### config.mk
export PLATFORM = sky130hd
export DESIGN_NAME = security_fpga
export DESIGN_NICKNAME = d
export VERILOG_FILES = /design/src/rtl/security_pkg.sv /design/src/rtl/sync_fifo.sv /design/src/rtl/security_fpga.sv
export SDC_FILE = /design/constraint.sdc
export NUM_CORES = 1
export LEC_CHECK = 0
export BUFFER_PORTS_ARGS = -buffer_cell sky130_fd_sc_hd__buf_2
export CORE_MARGIN = 2
export CORE_UTILIZATION = 40
export DETAILED_ROUTE_END_ITERATION = 10
export PLACE_DENSITY = 0.67
export SETUP_SLACK_MARGIN = 0.05
export SYNTH_ARGS = -nofsm -noshare
export SYNTH_HDL_FRONTEND = slang
export SYNTH_SLANG_ARGS = --single-unit
### constraint.sdc
create_clock -name clk -period 11.35 [get_ports clk]
set_input_delay 1.135 -clock clk [delete_from_list [all_inputs] [get_ports clk]]
set_output_delay 1.135 -clock clk [all_outputs]
set_load 0.01 [all_outputs]
### src/rtl/security_pkg.sv
// Shared widths and the rotate-xor cipher used by the security loopback datapath.
// enc/dec are exact inverses for every key: the rotate amount is key[4:0].
package security_pkg;

  localparam int DATA_W     = 32;
  localparam int FIFO_DEPTH = 8;
  localparam int ROT_W      = $clog2(DATA_W);

  function automatic logic [DATA_W-1:0] rotl(input logic [DATA_W-1:0] x,
                                             input logic [ROT_W-1:0]  r);
    logic [2*DATA_W-1:0] dbl;
    dbl = {x, x} << r;
    return dbl[2*DATA_W-1:DATA_W];
  endfunction

  function automatic logic [DATA_W-1:0] rotr(input logic [DATA_W-1:0] x,
                                             input logic [ROT_W-1:0]  r);
    logic [2*DATA_W-1:0] dbl;
    dbl = {x, x} >> r;
    return dbl[DATA_W-1:0];
  endfunction

  function automatic logic [DATA_W-1:0] enc(input logic [DATA_W-1:0] p,
                                            input logic [DATA_W-1:0] key);
    return rotl(p ^ key, key[ROT_W-1:0]);
  endfunction

  function automatic logic [DATA_W-1:0] dec(input logic [DATA_W-1:0] c,
                                            input logic [DATA_W-1:0] key);
    return rotr(c, key[ROT_W-1:0]) ^ key;
  endfunction

endpackage

### src/rtl/sync_fifo.sv
// Single-clock FIFO with combinational head output; overflow pushes and underflow pops are ignored.
// A pop frees a slot in the same edge, so push+pop while full is accepted.
module sync_fifo #(
  parameter int DATA_W = 32,
  parameter int DEPTH  = 8
) (
  input  logic              clk,
  input  logic              rst_n,
  input  logic              wr,
  input  logic              rd,
  input  logic [DATA_W-1:0] din,
  output logic [DATA_W-1:0] dout,
  output logic              empty,
  output logic              full
);

  localparam int PTR_W = $clog2(DEPTH);
  localparam int CNT_W = PTR_W + 1;
  localparam logic [CNT_W-1:0] DEPTH_C = CNT_W'(DEPTH);

  logic [DATA_W-1:0] mem_q [DEPTH];
  logic [PTR_W-1:0]  wr_ptr_q, wr_ptr_d;
  logic [PTR_W-1:0]  rd_ptr_q, rd_ptr_d;
  logic [CNT_W-1:0]  count_q, count_d;
  logic              do_push, do_pop;

  assign empty = (count_q == '0);
  assign full  = (count_q == DEPTH_C);
  assign dout  = mem_q[rd_ptr_q];

  always_comb begin
    do_pop   = rd && !empty;
    do_push  = wr && (!full || do_pop);
    wr_ptr_d = wr_ptr_q;
    rd_ptr_d = rd_ptr_q;
    count_d  = count_q;
    if (do_push) wr_ptr_d = wr_ptr_q + 1'b1;
    if (do_pop)  rd_ptr_d = rd_ptr_q + 1'b1;
    case ({do_push, do_pop})
      2'b10:   count_d = count_q + 1'b1;
      2'b01:   count_d = count_q - 1'b1;
      default: count_d = count_q;
    endcase
  end

  always_ff @(posedge clk) begin
    if (rst_n) begin
      wr_ptr_q <= '0;
      rd_ptr_q <= '0;
      count_q  <= '0;
    end else begin
      wr_ptr_q <= wr_ptr_d;
      rd_ptr_q <= rd_ptr_d;
      count_q  <= count_d;
    end
  end

  // Storage is not reset; clearing the pointers discards stored words.
  always_ff @(posedge clk) begin
    if (do_push && !rst_n) mem_q[wr_ptr_q] <= din;
  end

endmodule

### src/rtl/security_fpga.sv
// Encrypt/decrypt loopback: FIFO2 (plaintext in) -> enc -> FIFO1 (cipher) -> dec -> FIFO3 (plaintext out).
// All push/pop strobes come from an external sequencer; rst_n is active-high despite its name.
module security_fpga
  import security_pkg::*;
(
  input  logic              clk,
  input  logic              rst_n,
  input  logic [DATA_W-1:0] data_in,
  input  logic [DATA_W-1:0] key,
  input  logic              wr2,
  input  logic              rd2,
  input  logic              wr1,
  input  logic              rd1,
  input  logic              wr3,
  input  logic              rd3,
  output logic [DATA_W-1:0] data_out,
  output logic [DATA_W-1:0] data_out_final,
  output logic              full,
  output logic              empty
);

  logic [DATA_W-1:0] head2, head1, head3;
  logic              f2_empty, f1_empty;
  logic              unused_f1_full, unused_f3_full;
  logic [DATA_W-1:0] data_out_q, data_out_d;
  logic [DATA_W-1:0] dec_q, dec_d;
  logic [DATA_W-1:0] final_q, final_d;

  sync_fifo #(.DATA_W(DATA_W), .DEPTH(FIFO_DEPTH)) u_fifo2 (
    .clk(clk), .rst_n(rst_n), .wr(wr2), .rd(rd2), .din(data_in),
    .dout(head2), .empty(f2_empty), .full(full)
  );

  sync_fifo #(.DATA_W(DATA_W), .DEPTH(FIFO_DEPTH)) u_fifo1 (
    .clk(clk), .rst_n(rst_n), .wr(wr1), .rd(rd1), .din(data_out_q),
    .dout(head1), .empty(f1_empty), .full(unused_f1_full)
  );

  sync_fifo #(.DATA_W(DATA_W), .DEPTH(FIFO_DEPTH)) u_fifo3 (
    .clk(clk), .rst_n(rst_n), .wr(wr3), .rd(rd3), .din(dec_q),
    .dout(head3), .empty(empty), .full(unused_f3_full)
  );

  // Key is sampled only at the loading edge; words already queued keep the old key's result.
  always_comb begin
    data_out_d = data_out_q;
    dec_d      = dec_q;
    final_d    = final_q;
    if (rd2 && !f2_empty) data_out_d = enc(head2, key);
    if (rd1 && !f1_empty) dec_d      = dec(head1, key);
    if (rd3 && !empty)    final_d    = head3;
  end

  always_ff @(posedge clk) begin
    if (rst_n) begin
      data_out_q <= '0;
      dec_q      <= '0;
      final_q    <= '0;
    end else begin
      data_out_q <= data_out_d;
      dec_q      <= dec_d;
      final_q    <= final_d;
    end
  end

  assign data_out       = data_out_q;
  assign data_out_final = final_q;

endmodule

==> results.md <==
- In the routed design, unresolved DRC markers number 0.
- The number of gates resized after cts is 0.
- The instance count of the mapped netlist is 2,333.
- The share of the Yosys chip area taken by registers is 0.660.
- The count of pins over their slew limit was 0.
- Dividing total power by cell area gives a power density of 219 nW/um^2.
- The HPWL after detailed placement is 65,900 um.
- The wire length per cell after detailed routing is 26.3 um.
- The clock root buffer master is sky130_fd_sc_hd__clkbuf_16.
- The initial core utilization is 0.403.
- The largest fanout on the critical path is 37.
- The count of state elements after synthesis is 900.
- The antenna violation net count after detailed routing is 0.
- The share of synthesized flip-flops with an asynchronous set or reset is 0.
- The iteration-0 DRC count of the detailed router is 2,077.
- Dividing the final minimum period by the clock period gives 0.420.
- The run finished with clean final reports.
- The CTS tree is yes.
- The number of buffers created by CTS is 92.
- The leakage power of the design is 0.0142 uW.
- The die covers 99,800 um^2.
- The kind of start point of the critical path is a flop.
- The cell count of the worst reg-to-reg path is 9.
- For this run, the leading register cell type out of synthesis is sky130_fd_sc_hd__edfxtp_1.
- In the final design database the tool counted 2,555 nets.
- The post-CTS setup buffer count is 0.
- After routing, the total negative slack on setup checks comes to 0 ns.
- The source-to-sink clock delay at the later pin of the worst-skew pair is 0.68 ns.
- The number of unique standard cell types used by synthesis is 72.
- The routed via count is 22,300.
- The worst register-to-register path ends at dec_q[15].
- The register share of total power is 0.465.
- The number of hold-slack violations in the final timing report was 0.
- From bottom edge to top edge, the die measures 316 um.
- Static timing analysis puts the maximum clock frequency at 0.210 GHz.
- The floorplan has 114 rows.
- The pin count of the biggest net entering global routing is 72.
- Setup repair after global routing left no endpoint under its margin.
- The final weighted congestion of routability-driven global placement is 0.903.
- Of the total power, the share spent switching nets is 0.308.
- The maximum buffer depth of the clock tree is 3.
- The first-pass GRT wire length is 148,000 um.
- The final design utilization is 0.455.
- The maximum ir drop on the vdd rail is 0.000156 V.
- The overall global routing resource usage is 0.201.
- The number of endpoints failing setup at the final stage is 0.
- At the pin with the least slew margin, the transition time is 1.28 ns.
- The total of hold buffers inserted after clock tree synthesis is 0.
- The worst setup path endpoint is dec_q[15].
- In this run the standard cell core region covers 96,600 um^2.
- The clock edge transition at the registers on the reported setup and hold paths is 0.06 ns.
- The worst-case clock skew is 0.0311 ns.
- The clock sink count is 900.
- The type of destination of the critical path is a flop.
- Data on the critical path arrives at its endpoint at 5.35 ns.
- The synthesized area is 38,900 um^2.
- The share of total power dissipated in the clock network is 0.302.
- Of the cells placed in the final design, the portion with a size suffix greater than 1 is 0.254.
- The floorplan die width is 316 um.
- When the netlist entered floorplanning its net count stood at 2,421.
- The worst path needs 4.77 ns of the cycle, external delays included.
- The wire length reported by the detailed router is 100,000 um.
- The hold slack is 0.475 ns.
- Relative to the synthesized area, the layout overhead comes to 13.0%.
- Buffers placed on the I/O ports in this run total 137.
- Dividing the synthesized area by the synthesized cell count gives 16.7 um^2.
- The clock tree synthesis step divided the H-tree into 3 levels.
- The category of the most critical setup path is flop to flop.
- The yosys synthesis warning count is 0.
- Leaving out fill and tap cells, the most frequent cell in the layout is sky130_fd_sc_hd__edfxtp_1.
- For this run the aggregate overflow at the end of global routing stands at 0.
- The required time reported for the critical path endpoint is 11.93 ns.
- Internal power comes to 6650 uW.
- Yosys mapped a number of flops with a built-in enable equal to 768.
- The number of max-capacitance violations reported is 0.
- Dividing the detail-routed via count by the number of cells gives 5.83.
- In the layout the commonest cells are sky130_fd_sc_hd__edfxtp_1 (768), sky130_fd_sc_hd__mux4_2 (226), sky130_fd_sc_hd__nor2_1 (185).
- The share of total power dissipated in combinational logic is 0.233.
- In this run the worst hold path is classified as flop to flop.
- During I/O placement, the number of pins put on the boundary was 138.
- The flop-to-flop setup slack is 6.58 ns.
- The initial antenna violation count is 2.
- The headroom to the max-slew limit is 0.143.
- The via count of the first global-routing pass was 22,200.
- The power spent charging and discharging nets is 2960 uW.
- The first-pass detailed-route iteration total is 6.
[flip-flops by register name, indices dropped and copies added (netlist names), named ones only]
register          cells
u_fifo3.mem_q       256
u_fifo3.wr_ptr_q      3
data_out_final       32
u_fifo1.wr_ptr_q      3
u_fifo2.wr_ptr_q      3
u_fifo2.mem_q       256
u_fifo2.count_q       4
u_fifo1.count_q       4
u_fifo1.mem_q       256
data_out             32
dec_q                32
u_fifo3.rd_ptr_q      3
u_fifo3.count_q       4
u_fifo1.rd_ptr_q      3
u_fifo2.rd_ptr_q      3
[through the flow]
stage	total power, uW	cell area [um^2]	instances	setup slack [ns]
after floorplan	5910	38900	2333	5.88
after global placement	6710	41100	3648	6.41
after detailed placement	6780	41100	3649	6.50
after CTS	9680	44000	3816	6.69
after global routing	10000	44000	3816	6.39
final	9610	44000	3818	6.58
[layer usage]
layer / wire (um) / track usage / vias up
met5: 22 / 0 / -
met4: 2430 / 0.0562 / 4
met3: 6360 / 0.0330 / 153
met2: 48700 / 0.328 / 793
met1: 42900 / 0.280 / 11600
li1: - / - / 9729
[cell usage after synthesis, drive strengths merged, types with 16 or more instances]
cell,instances,share of area
a221oi,17,0.0038
a21oi,33,0.0042
nor2,197,0.019
dfxtp,132,0.068
xnor2,51,0.011
edfxtp,768,0.59
mux2i,172,0.044
a22oi,23,0.0044
nor3,34,0.0044
buf,63,0.0095
nand2,92,0.0089
o22ai,37,0.0059
inv,18,0.0017
mux4,230,0.13
mux2,53,0.015
o21ai,25,0.0032
a211oi,71,0.014
nand3,16,0.0021
clkbuf,84,0.0081
xor2,20,0.0045
[worst min-delay path by stage]
stage | from | endpoint | slack, ns | cells after the start
2_1_floorplan | u_fifo2.rd_ptr_q[1] | flop | 0.45 | 2
3_3_place_gp | u_fifo2.rd_ptr_q[1] | flop | 0.45 | 2
3_5_place_dp | u_fifo2.rd_ptr_q[1] | flop | 0.47 | 2
4_1_cts | u_fifo2.rd_ptr_q[1] | flop | 0.47 | 2
5_1_grt | data_out_final[30] | data_out_final[30] | 0.52 | 2
6_report | u_fifo2.rd_ptr_q[1] | flop | 0.48 | 2
[logic make-up (layout without fill, tap and decap cells)]
kind of cell             count (synthesis)  count (layout)  share of synthesized area
multiplexers                           455             455                      0.193
AND/OR/NAND/NOR                        413             413                     0.0470
other                                    0               2                          0
AO/OA/AOI/OAI                          312             312                     0.0584
XOR/XNOR                                71              71                     0.0160
flip-flops                             900             900                      0.660
buffers and inverters                  166             373                     0.0194
adder cells (fa/ha/maj)                 16              16                    0.00553
[area by class of cell]
type | instances | area, um^2
inverters | 19 | 71.3
clock inverters | 44 | 369
well taps | 1276 | 1600
multi-input cells | 1267 | 12600
diodes | 2 | 5.00
repair buffers | 187 | 1060
clock buffers | 123 | 2520
flip-flops and latches | 900 | 25700
fillers | 8227 | 52600
[critical path, stage by stage (launching register included)]
cell and delay, ns:
sky130_fd_sc_hd__dfxtp_4 0.73, sky130_fd_sc_hd__buf_4 0.68, sky130_fd_sc_hd__mux4_2 0.58, sky130_fd_sc_hd__mux2i_1 0.42, sky130_fd_sc_hd__nor2_1 0.13, sky130_fd_sc_hd__a211oi_1 0.90, sky130_fd_sc_hd__mux2i_1 0.23, sky130_fd_sc_hd__mux4_2 0.54
sky130_fd_sc_hd__xnor2_1 0.14, sky130_fd_sc_hd__a211oi_1 0.26
[power groups by stage]
stage	logic (uW)	registers, uW	clock network [uW]
floorplan	1530	4380	0
global placement	2210	4500	0
detailed placement	2240	4540	0
CTS	2250	4470	2960
global route	2420	4520	3090
finish	2240	4470	2910
Note: power is estimated with default switching activity, not from simulation.
